### config.mk
export PLATFORM = sky130hd
export DESIGN_NAME = vga_sync_gen
export DESIGN_NICKNAME = d
export VERILOG_FILES = /design/src/rtl/vga_sync_gen.sv
export SDC_FILE = /design/constraint.sdc
export NUM_CORES = 1
export LEC_CHECK = 0
export ABC_AREA = 1
export ABC_CLOCK_PERIOD_IN_PS = 1700
export CELL_PAD_IN_SITES_DETAIL_PLACEMENT = 1
export CELL_PAD_IN_SITES_GLOBAL_PLACEMENT = 2
export CORE_MARGIN = 2
export CORE_UTILIZATION = 26
export CTS_CLUSTER_DIAMETER = 40
export DETAILED_ROUTE_END_ITERATION = 8
export HOLD_SLACK_MARGIN = 0.15
export PLACE_DENSITY_LB_ADDON = 0.2
export REMOVE_ABC_BUFFERS = 1
export SYNTH_ARGS = -nofsm -noshare
export SYNTH_HDL_FRONTEND = slang
export SYNTH_SLANG_ARGS = --single-unit
### constraint.sdc
create_clock -name clk -period 1.7 [get_ports clk]
set_input_delay 0.255 -clock clk [delete_from_list [all_inputs] [get_ports clk]]
set_output_delay 0.255 -clock clk [all_outputs]
set_load 0.01 [all_outputs]
### src/rtl/vga_sync_gen.sv
// vga_sync_gen
// Raster timing generator and pixel output stage for the display path.
// Scans the H_TOTAL x V_TOTAL raster (640x480@60 by default). It drives the
// current coordinate to the drawing objects, takes back the object mux's
// 3:3:2 colour and expands it to 4:4:4. Sync and blank pass through a delay
// line of PIPE_DELAY ticks plus the output register, so they leave the block
// aligned with the colour that the mux returns for the same coordinate.
//
// Ports
//   clk           system clock
//   reset         synchronous, active-high reset
//   RGBIn[7:0]    colour from the object mux, {R[2:0],G[2:0],B[1:0]}
//   pixelX[10:0]  current horizontal count (0..H_TOTAL-1)
//   pixelY[10:0]  current vertical count (0..V_TOTAL-1)
//   pixelValid    current coordinate is inside the active area
//   startOfFrame  high for the whole tick at coordinate (0,0)
//   Red/Green/Blue[3:0]  DAC colour, 0 while blanked
//   hsync/vsync   active-low syncs, aligned to colour
//   blank         high outside the active area, aligned to colour
module vga_sync_gen #(
  parameter int H_ACTIVE   = 640,
  parameter int H_FP       = 16,
  parameter int H_SYNC     = 96,
  parameter int H_BP       = 48,
  parameter int V_ACTIVE   = 480,
  parameter int V_FP       = 10,
  parameter int V_SYNC     = 2,
  parameter int V_BP       = 33,
  parameter int PIPE_DELAY = 1,
  parameter int CLK_DIV    = 1
) (
  input  logic        clk,
  input  logic        reset,
  input  logic [7:0]  RGBIn,
  output logic [10:0] pixelX,
  output logic [10:0] pixelY,
  output logic        pixelValid,
  output logic        startOfFrame,
  output logic [3:0]  Red,
  output logic [3:0]  Green,
  output logic [3:0]  Blue,
  output logic        hsync,
  output logic        vsync,
  output logic        blank
);

  localparam int H_TOTAL = H_ACTIVE + H_FP + H_SYNC + H_BP;
  localparam int V_TOTAL = V_ACTIVE + V_FP + V_SYNC + V_BP;

  localparam logic [10:0] H_LAST   = 11'(H_TOTAL - 1);
  localparam logic [10:0] V_LAST   = 11'(V_TOTAL - 1);
  localparam logic [10:0] H_ACT    = 11'(H_ACTIVE);
  localparam logic [10:0] V_ACT    = 11'(V_ACTIVE);
  localparam logic [10:0] HS_START = 11'(H_ACTIVE + H_FP);
  localparam logic [10:0] HS_END   = 11'(H_ACTIVE + H_FP + H_SYNC);
  localparam logic [10:0] VS_START = 11'(V_ACTIVE + V_FP);
  localparam logic [10:0] VS_END   = 11'(V_ACTIVE + V_FP + V_SYNC);

  // Pixel tick. With CLK_DIV=2 the tick lands on the second clock of each
  // pair, so after reset the (0,0) coordinate is held for two full clocks.
  logic tick;

  generate
    if (CLK_DIV == 2) begin : g_div2
      logic div_phase;
      always_ff @(posedge clk) begin
        if (reset) div_phase <= 1'b0;
        else       div_phase <= ~div_phase;
      end
      assign tick = div_phase;
    end else begin : g_div1
      assign tick = 1'b1;
    end
  endgenerate

  // Raster counters
  logic [10:0] h_cnt;
  logic [10:0] v_cnt;

  always_ff @(posedge clk) begin
    if (reset) begin
      h_cnt <= '0;
      v_cnt <= '0;
    end else if (tick) begin
      if (h_cnt == H_LAST) begin
        h_cnt <= '0;
        v_cnt <= (v_cnt == V_LAST) ? '0 : v_cnt + 11'd1;
      end else begin
        h_cnt <= h_cnt + 11'd1;
      end
    end
  end

  assign pixelX = h_cnt;
  assign pixelY = v_cnt;

  // Raw decode of the current coordinate
  logic active;
  logic hs_raw;
  logic vs_raw;

  always_comb begin
    active       = (h_cnt < H_ACT) && (v_cnt < V_ACT);
    hs_raw       = !((h_cnt >= HS_START) && (h_cnt < HS_END));
    vs_raw       = !((v_cnt >= VS_START) && (v_cnt < VS_END));
    pixelValid   = active && !reset;
    startOfFrame = (h_cnt == '0) && (v_cnt == '0) && !reset;
  end

  // Sync/blank delay line matching the object mux depth. Each entry is
  // {hs, vs, blank}. The idle entry 3'b111 means syncs inactive and blanked.
  logic [2:0] dly_q [PIPE_DELAY];
  logic [2:0] dly_out;

  always_ff @(posedge clk) begin
    if (reset) begin
      for (int i = 0; i < PIPE_DELAY; i++) dly_q[i] <= 3'b111;
    end else if (tick) begin
      dly_q[0] <= {hs_raw, vs_raw, !active};
      for (int i = 1; i < PIPE_DELAY; i++) dly_q[i] <= dly_q[i-1];
    end
  end

  assign dly_out = dly_q[PIPE_DELAY-1];

  // Output register. The MSBs of each colour field are replicated into the
  // low bits so that full-scale 3:3:2 maps to full-scale 4:4:4.
  always_ff @(posedge clk) begin
    if (reset) begin
      Red   <= '0;
      Green <= '0;
      Blue  <= '0;
      hsync <= 1'b1;
      vsync <= 1'b1;
      blank <= 1'b1;
    end else if (tick) begin
      hsync <= dly_out[2];
      vsync <= dly_out[1];
      blank <= dly_out[0];
      if (dly_out[0]) begin
        Red   <= '0;
        Green <= '0;
        Blue  <= '0;
      end else begin
        Red   <= {RGBIn[7:5], RGBIn[7]};
        Green <= {RGBIn[4:2], RGBIn[4]};
        Blue  <= {RGBIn[1:0], RGBIn[1:0]};
      end
    end
  end

endmodule

== Word-level counts from Yosys, hierarchy flattened ==
Memories as Yosys holds them, arrays and structs flattened.
Index checks and enable logic that the tools add are counted.
Cells by class
  add/sub/neg operators: 2
  $lt $le $gt $ge: 6
  equal/unequal tests: 2
  muxes and demuxes: 6
  reductions and logical operators: 15
Operators with widths (number)
  adder 11 x 1 -> 11 bit, second input constant: 2
  equality test 11 x 10 -> 1 bit, second input constant: 2
  logical NOT 11 bit: 2
  < comparator 11 x 10 -> 1 bit, second input constant: 2
  < comparator 11 x 9 -> 1 bit, second input constant: 2
  >= comparator 11 x 10 -> 1 bit, second input constant: 1
  >= comparator 11 x 9 -> 1 bit, second input constant: 1
  two-way mux 11 bit: 1
  logical AND 1 bit: 6
  logical NOT 1 bit: 4
  two-way mux 1 bit: 4
  OR reduction 2 bit: 2
  two-way mux 3 bit: 1
  OR reduction 3 bit: 1
Word-level totals
  register bits: 37
  memory bits (writable): 3
  input bits: 10
  output and inout bits: 39
  word-level logic and storage cells: 40
  memories: 1
Memory list
  dly_q: depth 1, bits a word 3, rd ports 1, clocked after Yosys merged registers in 0, write ports 1, line 112  | logic [2:0] dly_q [PIPE_DELAY];

== Longest topological paths before layout ==
  depth in word-level cells: 4
  mapped depth: 9

== Worst setup path after synthesis ==
OpenSTA, ideal clock, no wires.
  path type: register to register
  from: register h_cnt[0], in the netlist pixelX[0]
  to: register v_cnt[1], in the netlist pixelY[1]
  library setup time: 121 ps
  data arrival time: 1265 ps
  required time: 1579 ps
  path slack: 314 ps
  stages on the path, launching flop included: 8
  buffers on the path: 1
  clock period less this slack: 1386 ps
  cell sequence: dfxtp_1 ha_1 nand2_2 nor2_8 nand3_2 nand2_2 buf_6 o22ai_1
Between the ends
  cells in the longest elaborated chain, start to end: 1
Ends and longest elaborated chain
  start: declaration: line 77  | logic [10:0] h_cnt;
  start signal: assignment: line 89  | h_cnt <= h_cnt + 11'd1;
  equality test 11 x 10 -> 1 bit: line 85  | if (h_cnt == H_LAST) begin
  end signal: assignment: line 87  | v_cnt <= (v_cnt == V_LAST) ? '0 : v_cnt + 11'd1;
  end: declaration: line 78  | logic [10:0] v_cnt;
No other way between the ends.
A chain may end at the register's enable or synchronous reset.

== Worst setup path after layout ==
  from: register h_cnt[0], in the netlist pixelX[0]
  to: output port startOfFrame
Between the ends
  cells in the longest elaborated chain, start to end: 3
Ends and longest elaborated chain
  logical NOT 11 bit: line 107  | startOfFrame = (h_cnt == '0) && (v_cnt == '0) && !reset;
  logical AND 1 bit (2 in a row): line 107
  end: declaration: line 38  | output logic startOfFrame,
No other way between the ends.

==> flow_summary.toml <==
[clock_network]
clock_latency_ps = 280
cts_buffer_depth = 2
numCtsBuffers = 5
cts_tree = "built"
clk_pin_slew_ps = 70
htree_levels = 2
cts-root-buf = "clkbuf_8"
clock_sinks = 36

[floorplan]
initial_utilization = 0.273
coreArea_um2 = 6420
rows = 29
die_h_um = 86.1
die_w_um = 86.1
pin_count = 49
die_area_um2 = 7410

[detailed_routing]
vias_per_cell = 4.39
first_pass_iters = 4
wl_per_cell_um = 12.4
antenna_left = 0
remaining_drc_errors = 0
wl_mm = 4.99
drtIter0Drc = 66
via_count = 1761

[pwr]
pwr_density_cell_nw_per_um2 = 655
seqPwrFrac = 0.488
power_switching_mw = 0.391
p_int_mw = 1.38
leakagePower_nw = 1.12
power_frac_comb = 0.090
switching_share = 0.221
power_mw = 1.77
pwr-share-clk = 0.421
ir_worst_vdd_v = 0.000386

[job]
maxCapViolations = 0

[logic_synthesis]
synth_top_area_frac = 0.411
synth_area_um2 = 1750
synth_edf_count = 0
synthFlopType = "dfxtp_1"
synthDistinctLibCells = 29
synthCells = 242
ys_async_sr_fraction = 0
yosysTopAreaCell = "dfxtp_1"
yosysSeqAreaShare = 0.411
yosysMostFrequentCell = "nand2_1"
postSynthAreaPerCell_um2 = 7.24
synth_common_cells = "44 x nand2_1, 36 x dfxtp_1, 35 x inv_1"
yosysWarningCount = 0
ys_top_cells_by_area = "dfxtp_1 41%, nand2_1 9.4%, inv_1 7.5%"
synth-seq-cells = 36

[setup_path]
path_cells = "inv_2 -> ha_4 -> nand4_1 -> nor4_1 -> nand2_1 -> nor2_1 -> buf_2"
cp_max_fo = 2
cp.arrival_ps = 1380
cp.required_ps = 1440
slowest_delay_ps = 330
worstSetupPathType = "flip-flop to output port"
critical_path.endpoint_type = "output port"
cp-endpoint = "startOfFrame"
reg2reg_depth = 10
slowest_stage = "dfxtp_2"
crit_start = "pixelX[0]"
r2r_end = "pixelY[7]"
r2r_setup_slack_ps = 150
cp-start-kind = "flip-flop"
reg2reg_from = "pixelX[1]"

[sta]
report.final.slew_viol_count = 0
rsz0062_at_grt = "true"
slew_headroom = 0.823
fin_ws_ps = 63.4
setup_viol = 0
hold_viol = 0
fmax_mhz = 611
tightestPinTransition_ps = 265
period_share = 0.963
skew_ps = 5.18
fin_crit_ps = 1640

[cells_and_area]
area_growth_pct = 54.5
fillers = 804
diodes = 0
final_area_um2 = 2710
nets = 337
drive_gt1_frac = 0.256

[grt]
grt_busiest_layer = "met2"
grt_use_met2 = 0.238
antenna_found_initial = 0
grt.overflow.total = 0
met3_usage = 0.0260
grt_max_degree = 13
grt.total_usage = 0.144
grt_pass1_wl_mm = 8.52
grt_pass1_vias = 1812
use_met1 = 0.195

[place]
pre_cts_slack_ps = -350
dp_hpwl_mm = 4.01
finalWeightedCongestion = 0.755
io_buffers = 48
placed_area_um2 = 2520

[min_path]
hold_path_class = "flip-flop to flip-flop"

[run_status]
status = "complete, no violations"
==> registers in the layout, summed over array words and instances, names as in the netlist <==
| register | cells |
|---|---|
| Green | 3 |
| blank | 1 |
| pixelY | 11 |
| hsync | 1 |
| Blue | 2 |
| pixelX | 11 |
| vsync | 1 |
| dly_q | 3 |
| Red | 3 |
==> cell families (layout without fill, tap and decap cells) <==
kind of cell / Yosys count / in the layout / synth area share
adders and majority gates: 4 / 4 / 0.0286
buffers and inverters: 48 / 130 / 0.118
and+or+nand+nor: 130 / 130 / 0.370
AOI/OAI and AO/OA: 24 / 24 / 0.0714
DFF: 36 / 36 / 0.411
==> stage by stage <==
stage	utilization	hold slack [ps]	TNS (ps)	std cells
2_1_floorplan	-	324	0	234
3_3_place_gp	0.392	393	-643	392
3_5_place_dp	0.392	399	-693	392
4_1_cts	0.415	418	-93.8	401
5_1_grt	0.422	438	-35.1	401
6_report	0.422	415	0	401
==> metal layers <==
layer,share of wire,wire [um]
met1,0.48,2380
met2,0.48,2370
met3,0.038,187
met4,0.0082,41
met5,0,0
==> final cells by class <==
class	instances	area [um2]	area share
Sequential cell	36	724	0.268
Clock inverter	3	42.5	0.0157
Clock buffer	5	68.8	0.0254
Tap cell	77	96.3	0.0356
Inverter	40	153	0.0564
Timing Repair Buffer	82	732	0.270
Multi-Input combinational cell	158	891	0.329
==> power groups by stage <==
stage / logic (mW) / clock network [mW] / registers (mW)
floorplan: 0.0418 / 0 / 0.897
global placement: 0.150 / 0 / 0.884
detailed placement: 0.153 / 0 / 0.885
CTS: 0.161 / 0.778 / 0.866
global route: 0.176 / 0.820 / 0.868
finish: 0.160 / 0.747 / 0.866
==> worst max-delay path: cells and delay by family, from the launching register on <==
| kind | cells | cell delay, ps |
|---|---|---|
| simple gates | 4 | 450 |
| flops | 1 | 330 |
| buf+inv | 2 | 210 |
| fa+ha+maj | 1 | 120 |
==> what timing repair did <==
action	4_1_cts	5_1_grt
buffers inserted	1	0
setup endpoints to repair	2	20
hold buffers	0	0
gates resized for setup	17	10
pin swaps	5	9
==> worst min-delay path by stage <==
| stage | start | end | cells past startpoint |
|---|---|---|---|
| after floorplan | reset | pixelY[10] | 1 |
| after global placement | dly_q[0][1] | vsync | 1 |
| after detailed placement | dly_q[0][2] | hsync | 1 |
| after CTS | dly_q[0][2] | hsync | 1 |
| after global routing | dly_q[0][2] | hsync | 1 |
| final | dly_q[0][2] | hsync | 1 |
==> placed cells by master, fill, tap and decap left out, types with 2 or more instances in the layout <==
master,synthesis,final
clkdlybuf4s50_1,0,46
nand2_1,44,44
buf_4,5,34
dfxtp_1,36,33
inv_1,35,33
nor2_1,33,31
nand3_1,17,17
a21oi_1,13,13
inv_2,5,6
nor2_2,5,6
nand4_1,5,5
nor3_1,6,5
o21ai_0,5,5
clkbuf_8,0,5
nand2_2,5,4
nor2_4,3,4
o21ai_1,4,4
or2_2,3,3
dfxtp_2,0,3
nand3_4,1,2
nand3_2,3,2
ha_4,0,2
No activity file was read; power rests on OpenSTA's default activity.
